<file path="config.mk">
export PLATFORM = sky130hd
export DESIGN_NAME = clock_set_ctrl
export DESIGN_NICKNAME = d
export VERILOG_FILES = /design/src/rtl/clock_pkg.sv /design/src/rtl/clock_set_ctrl_btn_repeat.sv /design/src/rtl/clock_set_ctrl.sv
export SDC_FILE = /design/constraint.sdc
export NUM_CORES = 1
export LEC_CHECK = 0
export CORE_AREA = 2 2 51 77
export DETAILED_ROUTE_END_ITERATION = 10
export DIE_AREA = 0 0 53 79
export PLACE_DENSITY = 0.68
export SLEW_MARGIN = 20
export SYNTH_ARGS = -nofsm -noshare
export SYNTH_HDL_FRONTEND = slang
export SYNTH_HIERARCHICAL = 1
export SYNTH_SLANG_ARGS = --single-unit
</file>
<file path="constraint.sdc">
create_clock -name clk -period 3.4 [get_ports clk]
set_input_delay 0.68 -clock clk [delete_from_list [all_inputs] [get_ports clk]]
set_output_delay 0.68 -clock clk [all_outputs]
set_load 0.02 [all_outputs]
</file>
<file path="src/rtl/clock_pkg.sv">
// Shared field indices and FSM state encoding for the clock/calendar set controller.
package clock_pkg;

    localparam int FLD_SEC  = 0;
    localparam int FLD_MIN  = 1;
    localparam int FLD_HOUR = 2;
    localparam int FLD_DAY  = 3;
    localparam int FLD_MON  = 4;
    localparam int FLD_YEAR = 5;

    typedef enum logic {
        ST_RUN  = 1'b0,
        ST_EDIT = 1'b1
    } state_e;

endpackage

</file>
<file path="src/rtl/clock_set_ctrl_btn_repeat.sv">
// Rising-edge detector with hold-to-repeat for one debounced button.
// Emits a combinational pulse on the rise and on every auto-repeat; the caller registers it.
module btn_repeat #(
    parameter int REPEAT_DLY = 8,
    parameter int REPEAT_PER = 4
) (
    input  logic clk,
    input  logic rst,
    input  logic btn,
    input  logic clr,
    output logic rise,
    output logic pulse
);

    localparam int                CNT_W      = $clog2(REPEAT_DLY + 1);
    localparam logic [CNT_W-1:0]  CNT_DLY    = CNT_W'(REPEAT_DLY);
    // Reloading here puts the next hit exactly REPEAT_PER cycles later (needs REPEAT_PER <= REPEAT_DLY).
    localparam logic [CNT_W-1:0]  CNT_RELOAD = CNT_W'(REPEAT_DLY - REPEAT_PER + 1);

    logic             btn_q;
    logic             btn_d;
    logic [CNT_W-1:0] cnt_q;
    logic [CNT_W-1:0] cnt_d;

    // Edge detect and hold counter next-state.
    always_comb begin
        btn_d = btn;
        rise  = btn & ~btn_q;
        pulse = 1'b0;
        cnt_d = '0;
        if (clr || !btn) begin
            pulse = 1'b0;
            cnt_d = '0;
        end else if (rise) begin
            pulse = 1'b1;
            cnt_d = CNT_W'(1);
        end else if (cnt_q == CNT_DLY) begin
            pulse = 1'b1;
            cnt_d = CNT_RELOAD;
        end else begin
            pulse = 1'b0;
            cnt_d = cnt_q + CNT_W'(1);
        end
    end

    // Edge register resets high so a button held through reset gives no edge until released.
    always_ff @(posedge clk or posedge rst) begin
        if (rst) begin
            btn_q <= 1'b1;
            cnt_q <= '0;
        end else begin
            btn_q <= btn_d;
            cnt_q <= cnt_d;
        end
    end

endmodule

</file>
<file path="src/rtl/clock_set_ctrl.sv">
// Sequencer for the clock/calendar field counters: ripple-carry ticks in RUN,
// cursor-driven inc/dec with auto-repeat and inactivity timeout in EDIT.
module clock_set_ctrl
    import clock_pkg::*;
#(
    parameter int NUM_FIELDS    = 6,
    parameter int SEL_W         = 3,
    parameter int TIMEOUT_TICKS = 10,
    parameter int REPEAT_DLY    = 8,
    parameter int REPEAT_PER    = 4
) (
    input  logic                  clk,
    input  logic                  rst,
    input  logic                  tick_1hz,
    input  logic                  btn_mode,
    input  logic                  btn_up,
    input  logic                  btn_down,
    input  logic [NUM_FIELDS-1:0] at_max,
    output logic [NUM_FIELDS-1:0] inc,
    output logic [NUM_FIELDS-1:0] dec,
    output logic                  edit,
    output logic [SEL_W-1:0]      sel,
    output logic                  blink
);

    localparam int               TO_W     = $clog2(TIMEOUT_TICKS + 1);
    localparam logic [TO_W-1:0]  TO_LAST  = TO_W'(TIMEOUT_TICKS - 1);
    localparam logic [SEL_W-1:0] SEL_LAST = SEL_W'(NUM_FIELDS - 1);

    state_e                state_q, state_d;
    logic [SEL_W-1:0]      sel_q, sel_d;
    logic [TO_W-1:0]       to_q, to_d;
    logic                  blink_q, blink_d;
    logic                  mode_q, mode_d;
    logic [NUM_FIELDS-1:0] inc_q, inc_d;
    logic [NUM_FIELDS-1:0] dec_q, dec_d;

    logic mode_rise;
    logic up_rise, up_pulse;
    logic down_rise, down_pulse;
    logic rpt_clr;
    logic carry;

    assign mode_rise = btn_mode & ~mode_q;
    // Repeat counters only run for a single button held in EDIT.
    assign rpt_clr   = (btn_up & btn_down) | (state_q != ST_EDIT);

    btn_repeat #(
        .REPEAT_DLY (REPEAT_DLY),
        .REPEAT_PER (REPEAT_PER)
    ) u_rep_up (
        .clk   (clk),
        .rst   (rst),
        .btn   (btn_up),
        .clr   (rpt_clr),
        .rise  (up_rise),
        .pulse (up_pulse)
    );

    btn_repeat #(
        .REPEAT_DLY (REPEAT_DLY),
        .REPEAT_PER (REPEAT_PER)
    ) u_rep_down (
        .clk   (clk),
        .rst   (rst),
        .btn   (btn_down),
        .clr   (rpt_clr),
        .rise  (down_rise),
        .pulse (down_pulse)
    );

    // Mode FSM, cursor, timeout, blink and next output pulses.
    always_comb begin
        state_d = state_q;
        sel_d   = sel_q;
        to_d    = to_q;
        blink_d = blink_q;
        mode_d  = btn_mode;
        inc_d   = '0;
        dec_d   = '0;
        carry   = 1'b1;
        case (state_q)
            ST_RUN: begin
                if (tick_1hz) begin
                    for (int k = 0; k < NUM_FIELDS; k++) begin
                        inc_d[k] = carry;
                        carry    = carry & at_max[k];
                    end
                end else begin
                    inc_d = '0;
                end
                if (mode_rise) begin
                    state_d = ST_EDIT;
                    sel_d   = '0;
                    to_d    = '0;
                    blink_d = 1'b0;
                end else begin
                    blink_d = 1'b0;
                end
            end
            ST_EDIT: begin
                if (tick_1hz) begin
                    blink_d = ~blink_q;
                end else begin
                    blink_d = blink_q;
                end
                if (mode_rise) begin
                    // Cursor advance wins; any up/down in this cycle is dropped.
                    blink_d = 1'b0;
                    to_d    = '0;
                    if (sel_q == SEL_LAST) begin
                        state_d = ST_RUN;
                        sel_d   = '0;
                    end else begin
                        sel_d = sel_q + SEL_W'(1);
                    end
                end else begin
                    if (up_pulse) begin
                        inc_d[sel_q] = 1'b1;
                    end else if (down_pulse) begin
                        dec_d[sel_q] = 1'b1;
                    end else begin
                        inc_d = '0;
                    end
                    if (up_rise || down_rise) begin
                        to_d = '0;
                    end else if (tick_1hz) begin
                        if (to_q == TO_LAST) begin
                            state_d = ST_RUN;
                            sel_d   = '0;
                            blink_d = 1'b0;
                            to_d    = '0;
                        end else begin
                            to_d = to_q + TO_W'(1);
                        end
                    end else begin
                        to_d = to_q;
                    end
                end
            end
            default: begin
                state_d = ST_RUN;
                sel_d   = '0;
                to_d    = '0;
                blink_d = 1'b0;
            end
        endcase
    end

    // State and output registers.
    always_ff @(posedge clk or posedge rst) begin
        if (rst) begin
            state_q <= ST_RUN;
            sel_q   <= '0;
            to_q    <= '0;
            blink_q <= 1'b0;
            mode_q  <= 1'b1;
            inc_q   <= '0;
            dec_q   <= '0;
        end else begin
            state_q <= state_d;
            sel_q   <= sel_d;
            to_q    <= to_d;
            blink_q <= blink_d;
            mode_q  <= mode_d;
            inc_q   <= inc_d;
            dec_q   <= dec_d;
        end
    end

    assign inc   = inc_q;
    assign dec   = dec_q;
    assign edit  = (state_q == ST_EDIT);
    assign sel   = sel_q;
    assign blink = blink_q;

endmodule

</file>
Word-level counts from Yosys, hierarchy flattened
Index checks and enable logic that the tools add are counted.
{"block": "op_classes", "addsub": 4, "magnitude_cmp": 2, "n_eq_ne": 9, "n_mux": 48, "bitwise": 14, "reduce_logical": 8}
{"op": "$mux W4", "count": 11}
{"op": "$mux W6", "count": 7}
{"op": "$mux W1", "count": 18}
{"op": "$mux W3", "count": 6}
{"op": "$add A4 B1 Y4 const B", "count": 3}
{"op": "$eq A4 B4 Y1 const B", "count": 3}
{"op": "$pmux W6 S2", "count": 1}
{"op": "$and A1 B1 Y1", "count": 8}
{"op": "$pmux W4 S2", "count": 1}
{"op": "$pmux W3 S2", "count": 1}
{"op": "$not A1 Y1", "count": 5}
{"op": "$lt A3 B4 Y1 const B", "count": 1}
{"op": "$ne A4 B2 Y1 const B", "count": 1}
{"op": "$pmux W1 S2", "count": 2}
{"op": "$reduce_and A4 Y1", "count": 1}
{"op": "$add A3 B1 Y3 const B", "count": 1}
{"op": "$demux W1 S3", "count": 1}
{"op": "$eq A3 B3 Y1 const B", "count": 1}
{"op": "$ge A3 B1 Y1 const B", "count": 1}
{"op": "$logic_or A1 B1 Y1", "count": 3}
{"op": "$ne A3 B1 Y1 const B", "count": 1}
{"op": "$ne A3 B2 Y1 const B", "count": 1}
{"op": "$ne A3 B3 Y1 const B", "count": 1}
{"op": "$logic_not A1 Y1", "count": 2}
{"op": "other kinds (4)", "count": 4}
{"block": "totals", "regBits": 32, "output_inout_bits": 17}

Longest topological paths before layout
{"block": "logic_depth", "word_depth": 8, "ltp_mapped": 8, "mapped_depth_nobuf": 8}

Cells and area by module
Netlist, hierarchy kept.
{"mod": "clock_set_ctrl", "instances": 1, "cells_each": 98, "area_each_um2": 1013.5}
{"mod": "btn_repeat", "instances": 2, "cells_each": 25, "area_each_um2": 257.7}

Worst setup path before layout
No wires, ideal clock.
{"block": "synth_timing", "kind": "input port to flip-flop", "start": "in btn_down", "end": "reg to_q[3]", "setup_ns": 0.068, "arrival_ns": 1.601, "required_time_ns": 3.332, "path_slack_ns": 1.730, "cell_stages": 5, "path_buffers": 0, "cell_sequence": "nor2b_1 nor2_2 nand3_1 or4b_1 nand3_1"}
{"block": "synth_between", "elab_chain_len": 5}
{"element": "from (decl)", "line_no": "clock_set_ctrl.sv:17", "rtl": "input logic btn_down,"}
{"element": "$and A1 B1 Y1 *", "line_no": "clock_set_ctrl_btn_repeat.sv:28", "rtl": "rise = btn & ~btn_q;"}
{"element": "$logic_or A1 B1 Y1 *", "line_no": "clock_set_ctrl.sv:125", "rtl": "if (up_rise || down_rise) begin"}
{"element": "$mux W4", "line_no": "clock_set_ctrl.sv:125"}
{"element": "$mux W4", "line_no": "clock_set_ctrl.sv:107", "rtl": "if (mode_rise) begin"}
{"element": "$pmux W4 S2", "line_no": "clock_set_ctrl.sv:82", "rtl": "case (state_q)"}
{"element": "to (signal assigned)", "line_no": "clock_set_ctrl.sv:163", "rtl": "to_q <= to_d;"}
{"element": "to (decl)", "line_no": "clock_set_ctrl.sv:32", "rtl": "logic [TO_W-1:0] to_q, to_d;"}
Mark *: on every way between the ends. The rest lies on a longest branch, timed or not.
A chain may end at the register's enable or synchronous reset.

Worst setup path after layout
{"block": "layout_timing", "start": "reg state_q (netlist: edit)", "end": "out edit"}
{"element": "from (decl)", "line_no": "clock_set_ctrl.sv:30", "rtl": "state_e state_q, state_d;"}
{"element": "from (signal assigned)", "line_no": "clock_set_ctrl.sv:161", "rtl": "state_q <= state_d;"}
{"element": "to (decl)", "line_no": "clock_set_ctrl.sv:21", "rtl": "output logic edit,"}
No word-level cell between the ends.

==> metrics.txt <==
Tmin final=2.20 ns; via density per instance=5.24; Min Hold Slack=0.506 ns; Worst path depth=1; Crit path largest cell delay=0.68 ns; initial antenna violation count=0; Sw Pwr=238 uW; wire per inst=13.5 um; worst vdd ir=0.320 mV; Reg area=805 um^2; WP buf/inv=1; diodes inserted=0; pin count of the biggest net entering global routing=23; Cells after Synth=148; sequential power share=49.7%; final wirelength=3020 um; Post-Synthesis Cell Area=0.00153 mm^2; Crit Reg-Reg Endpoint=dec[0]; DRT Pass-1 Iters=4; WS Path Type=register to output port; Final Wtd Congestion=0.784; sequential area share after synthesis=52.6%; Post-DRT Antenna Nets=0; io pins=29; nets@finish=197; pwr dens=452 mW/mm^2; CTS root buf=clkbuf_8; synthesis warning total=6; vias in the first global route=1129; DRC=0; Final Hold Viols=0; Final Cycle Share=64.6%; Final Max Slew Viols=0; Max-cap violations=0; Die Wd=53 um; Data required, critical path=2.72 ns; post-route cell area=0.00193 mm^2; Post-CTS Setup Repair Bufs=0; CP Capture Point=edit; Layout area overhead=26.0%; measured slew at the worst slew-check pin=0.832 ns; Worst-Skew Late Latency=0.29 ns; Post-CTS Hold Fix Bufs=0; port bufs=27; P_leak=0.000837 uW; cell family with most CP delay=buffers and inverters; cts repair resizes=0; Total Power=870 uW; grt total ovfl=0; FF-to-FF Start=u_rep_down/cnt_q[0]; slew margin rel.=44.5%; critical path launch point type=register; register bit count reported by yosys=32; crit end category=output port; CP max-delay cell=clkdlybuf4s50_1; Fmax=455 MHz; Vias=1168; Post-Syn Nets=166; RSZ-0062 raised after global routing=no; CTS Buffer Depth=2; Setup crit start=edit; cell chain of the critical path=clkdlybuf4s50_1; Core Area=0.00355 mm^2; die area=0.00419 mm^2; CP Max Fanout=11; Starting Density=43.1%; area of the multi-input gates=659 um^2; final setup vio count=0; clk_skew=0.00610 ns; Hold Crit Class=register to register; Internal Power=632 uW; num rows=27; R2R Setup Slk=1.70 ns; clock share of power=34.4%; setup TNS=0 ns; Avg Cell Area, Syn=10.3 um^2; Die Y=79 um; Post-DP HPWL=2300 um; Clock Pin Slew Worst Setup and Hold Paths=0.07 ns; post-layout util=54.3%; dpl cell area=0.00183 mm^2; # fillers=308; WP data arrival=1.52 ns; layout cell share with drive strength beyond 1=8.33%; Gate power share=15.8%; Total Routing Usage GR=16.8%; Sw Ratio=27.4%; TritonCTS clock tree=built; clk sink count=32; first-pass GRT wire length=5110 um; Reg2Reg Depth=7; Netlist cell types=41; number of DRC markers in iteration 0=23; status=finished, final reports clean; Num CTS Buffers=5; number of H-tree levels=2
kinds of logic after synthesis:
family / share of synthesized area (%)
AO/OA/AOI/OAI: 13.9
flip-flops: 52.6
adder cells (fa/ha/maj): 4.91
multiplexers: 0.736
buffers and inverters: 4.25
AND/OR/NAND/NOR: 23.6
power by group through the flow:
stage	sequential, uW	combinational (uW)	clock [uW]
final	433	138	300
after CTS	432	140	310
after global routing	437	153	332
after global placement	438	136	0
after floorplan	439	83.6	0
after detailed placement	439	139	0
synthesized netlist by cell type:
cell type	count	area [um^2]
o211ai_1	2	15.0
nor2b_1	5	31.3
a211oi_1	4	30.0
nand2b_1	6	37.5
nand2_1	15	56.3
buf_6	1	11.3
a22o_1	1	8.76
a21o_1	2	15.0
clkbuf_1	1	3.75
and4_2	1	10.0
a21oi_1	4	20.0
nand3_1	6	30.0
nor3_1	2	10.0
o22ai_1	2	12.5
o21a_1	2	15.0
o21ai_0	5	25.0
nand3b_1	3	22.5
o31ai_1	2	15.0
inv_1	12	45.0
o21bai_1	1	7.51
o2bb2ai_1	2	17.5
buf_2	1	5.00
o311ai_0	1	8.76
nor2b_2	1	8.76
or3b_1	2	17.5
nor4_1	2	12.5
or4b_1	1	10.0
dfrtp_1	29	726
ha_1	6	75.1
nor2_2	1	6.26
nand4b_1	3	26.3
o211a_1	1	10.0
mux2_2	1	11.3
dfstp_2	3	78.8
nor2_1	9	33.8
nand2b_4	1	13.8
or2_1	1	6.26
nand4_1	1	6.26
and3_1	2	12.5
nor4b_1	1	8.76
a31oi_1	2	12.5
final cells by class:
class | instances | share of cell area, %
clock buffers | 7 | 4.48
clock inverters | 1 | 0.390
inverters | 12 | 2.34
multi-input cells | 101 | 34.2
flip-flops and latches | 32 | 41.8
well taps | 43 | 2.79
repair buffers | 27 | 14.0
cells in the final DEF (no fill, tap or decap), types with 3 or more instances in the layout:
cell type | netlist | final
nand2_1 | 15 | 15
nand3b_1 | 3 | 3
nor2b_1 | 5 | 5
dfstp_2 | 3 | 3
clkdlybuf4s50_1 | 0 | 27
a211oi_1 | 4 | 4
clkbuf_8 | 0 | 6
nand2b_1 | 6 | 6
a21oi_1 | 4 | 4
ha_1 | 6 | 6
nand3_1 | 6 | 6
nor2_1 | 9 | 9
o21ai_0 | 5 | 5
inv_1 | 12 | 12
dfrtp_1 | 29 | 29
nand4b_1 | 3 | 3
how the worst min path moves through the flow:
stage                                  from             endpoint  slack [ns]  cells after the start
after floorplan                         rst  u_rep_down/cnt_q[0]        0.46                      1
after global placement    u_rep_up/cnt_q[0]    u_rep_up/cnt_q[0]        0.48                      1
after detailed placement  u_rep_up/cnt_q[0]    u_rep_up/cnt_q[0]        0.50                      1
after CTS                 u_rep_up/cnt_q[0]    u_rep_up/cnt_q[0]        0.51                      1
after global routing      u_rep_up/cnt_q[0]    u_rep_up/cnt_q[0]        0.55                      1
final                     u_rep_up/cnt_q[0]    u_rep_up/cnt_q[0]        0.51                      1
flip-flops by register name, summed over array words and instances, names as in the netlist, 3 cells and up:
register and cells:
dec 6, inc 6, u_rep_down/cnt_q 4, to_q 4
u_rep_up/cnt_q 4, sel 3
layer usage:
| layer | vias to the layer above | wire [um] | global-route usage [%] | part of all wire [%] |
|---|---|---|---|---|
| met5 | - | 0 | 0 | 0 |
| li1 | 586 | - | - | - |
| met4 | 0 | 65 | 8.46 | 2.2 |
| met2 | 16 | 1600 | 27.5 | 53 |
| met1 | 561 | 1260 | 19.5 | 42 |
| met3 | 5 | 97 | 4.51 | 3.2 |
per-stage QoR:
step	instances	worst slack, ns
detailed placement	215	1.03
floorplan	148	1.73
global route	223	1.13
finish	223	1.20
global placement	215	1.07
CTS	223	1.19
(Power assumes the default switching activity.)
==> RTL edit, RTL diff (same settings) <==
Make the reset (`rst`) synchronous in 2 clocked blocks.
--- a/src/rtl/clock_set_ctrl_btn_repeat.sv
+++ b/src/rtl/clock_set_ctrl_btn_repeat.sv
@@ -44,7 +44,7 @@
     end
 
     // Edge register resets high so a button held through reset gives no edge until released.
-    always_ff @(posedge clk or posedge rst) begin
+    always_ff @(posedge clk) begin
         if (rst) begin
             btn_q <= 1'b1;
             cnt_q <= '0;
--- a/src/rtl/clock_set_ctrl.sv
+++ b/src/rtl/clock_set_ctrl.sv
@@ -148,7 +148,7 @@
     end
 
     // State and output registers.
-    always_ff @(posedge clk or posedge rst) begin
+    always_ff @(posedge clk) begin
         if (rst) begin
             state_q <= ST_RUN;
             sel_q   <= '0;
Function: differs if rst is asserted again (counterexample within 4 cycles, from zero or initial values and one cycle with rst high); with rst held inactive, the same outputs for 10 cycles.
==> RTL edit against the original RTL <==
Final cell count rose by 2.7%; synthesized area decreased by 1.5%; largest cell class is now multi-input gates; sequential cell count is the same; setup slack worse by 0.19 ns; via count rose by 7.9%; worst hold slack lost 0.014 ns; clock skew shrank 0.0010 ns; routed wire length decreased by 2.0%; final area decreased by 2.5%.
Power is not compared: it rests on default switching activity, and its combinational part moved more than twofold at a synthesized area within 25%.
==> RTL edit: results <==
metrics = {
    "critical_path": {
        "cp_data_arrival_time_ns": 1.71,
        "cp_max_fo": 17,
        "crit_family": "buffers and inverters",
        "slowest_delay_ns": 0.72,
        "cp_slowest_cell": "clkdlybuf4s50_1",
    },
    "synthesis": {
        "synth_flop_cell": "dfxtp_1",
        "synth_cell_types": 41,
        "synthArstFlopShare_pct": 0,
        "synth_common_cells": "dfxtp_1 (32), a21oi_1 (12), nand2_1 (11)",
        "ys_seq_area_share_pct": 42.5,
        "syn_nets": 176,
        "yosysWarnings": 6,
        "synth.area.top_cells": "dfxtp_1 (43%), ha_1 (5.0%), a21oi_1 (4.0%)",
    },
    "route": {
        "via_per_inst": 5.50,
        "drt_iter0_markers": 30,
        "drt_pre_antenna_iters": 4,
        "routedWlPerCell_um": 12.9,
    },
    "place": {
        "postPlaceCellArea_sq_mm": 0.00179,
        "port_buffers": 27,
        "pre_cts_ws_ns": 0.831,
        "hpwlAfterDp_um": 2220,
        "gp_congestion": 0.762,
    },
    "clock_network": {
        "cts_buffers": 5,
        "cts_setup_buffers": 0,
        "h-tree-depth": 2,
        "worstSkewPairLatency_ns": 0.28,
        "path_clk_slew_ns": 0.06,
        "cts_resized": 0,
        "clockRootBuffer": "clkbuf_8",
        "clk_path_buf_depth": 2,
    },
    "power": {
        "irDropWorstVdd_uv": 280,
        "p_leak_uw": 0.000633,
    },
    "worst_hold_path": {
        "holdCritPathClass": "flip-flop to flip-flop",
    },
    "global_route": {
        "grt_max_degree": 18,
        "grt_first_pass_wirelength_um": 5010,
        "grt_pass1_vias": 1216,
        "grtUsageTotal_pct": 15.9,
        "antenna_found_initial": 0,
    },
    "layout": {
        "layout-drive-gt1-share_pct": 9.68,
        "nets": 203,
        "fill_cells": 344,
        "n_antenna_cell": 0,
    },
    "outcome": {
        "status": "finished, final reports clean",
    },
    "timing": {
        "worst_slew_pin_slew_ns": 0.789,
        "clock_skew_ns": 0.00509,
    },
}
## RTL edit: changes by cell type in the layout (fill, tap and decap cells not counted), sizes merged, moves of 3 or more
| cell | before | now |
|---|---|---|
| o211ai | 2 | 6 |
| nor2 | 10 | 3 |
| dfxtp | 0 | 32 |
| dfstp | 3 | 0 |
| nor3b | 0 | 9 |
| nor2b | 6 | 9 |
| and3b | 0 | 4 |
| a21oi | 4 | 12 |
| nand4 | 1 | 7 |
| inv | 12 | 7 |
| nand2 | 15 | 11 |
| nand2b | 7 | 3 |
| dfrtp | 29 | 0 |
## RTL edit: worst min-delay path: cells and delay by family, from the launching register on
kind | cells | cell delay (ns)
compound gates | 1 | 0.05
flops | 1 | 0.33
simple gates | 1 | 0.06
## RTL edit: per-layer routing
layer  vias up  global-route usage, %  wire length, um
met2        27                   27.6             1530
met3         6                   5.26              147
li1        633                      -                -
met5         -                      0                0
met1       594                   17.0             1220
met4         0                   6.92               58
## RTL edit: where the power goes
part	total [uW]	switching [uW]	internal [uW]	leakage, uW
sequential	386	5.86	381	0.000259
combinational	53.1	26.3	26.8	0.000328
clock	292	127	165	0.0000455
total	731	159	572	0.000633
## RTL edit: kinds of logic after synthesis
group           Yosys count  share of synthesized area [%]
compound gates           37                           16.4
xor+xnor                  1                          0.582
fa+ha+maj                 6                           4.98
buf+inv                  14                           4.57
flops                    32                           42.5
simple gates             68                           30.9
## RTL edit: final timing paths
| check | cells after the start | from | endpoint | slack (ns) |
|---|---|---|---|---|
| worst max register to register | 5 | edit | dec[3] | 1.20 |
| worst min register to register | 2 | to_q[1] | to_q[1] | 0.49 |
| worst min-delay path | 2 | to_q[1] | to_q[1] | 0.49 |
| worst max-delay path | 1 | edit | edit | 1.01 |
## RTL edit: layout make-up
cell class	count	area share, %
multi-input cells	112	42.4
flip-flops and latches	32	34.1
repair buffers	27	14.4
clock buffers	8	4.80
well taps	43	2.86
inverters	7	1.40
## RTL edit: metrics by stage
| step | instances | power, uW | utilization (%) |
|---|---|---|---|
| 2_1_floorplan | 158 | 424 | - |
| 3_3_place_gp | 221 | 446 | 50.4 |
| 6_report | 229 | 731 | 52.9 |
| 4_1_cts | 229 | 741 | 52.9 |
| 3_5_place_dp | 221 | 448 | 50.4 |
| 5_1_grt | 229 | 763 | 52.9 |
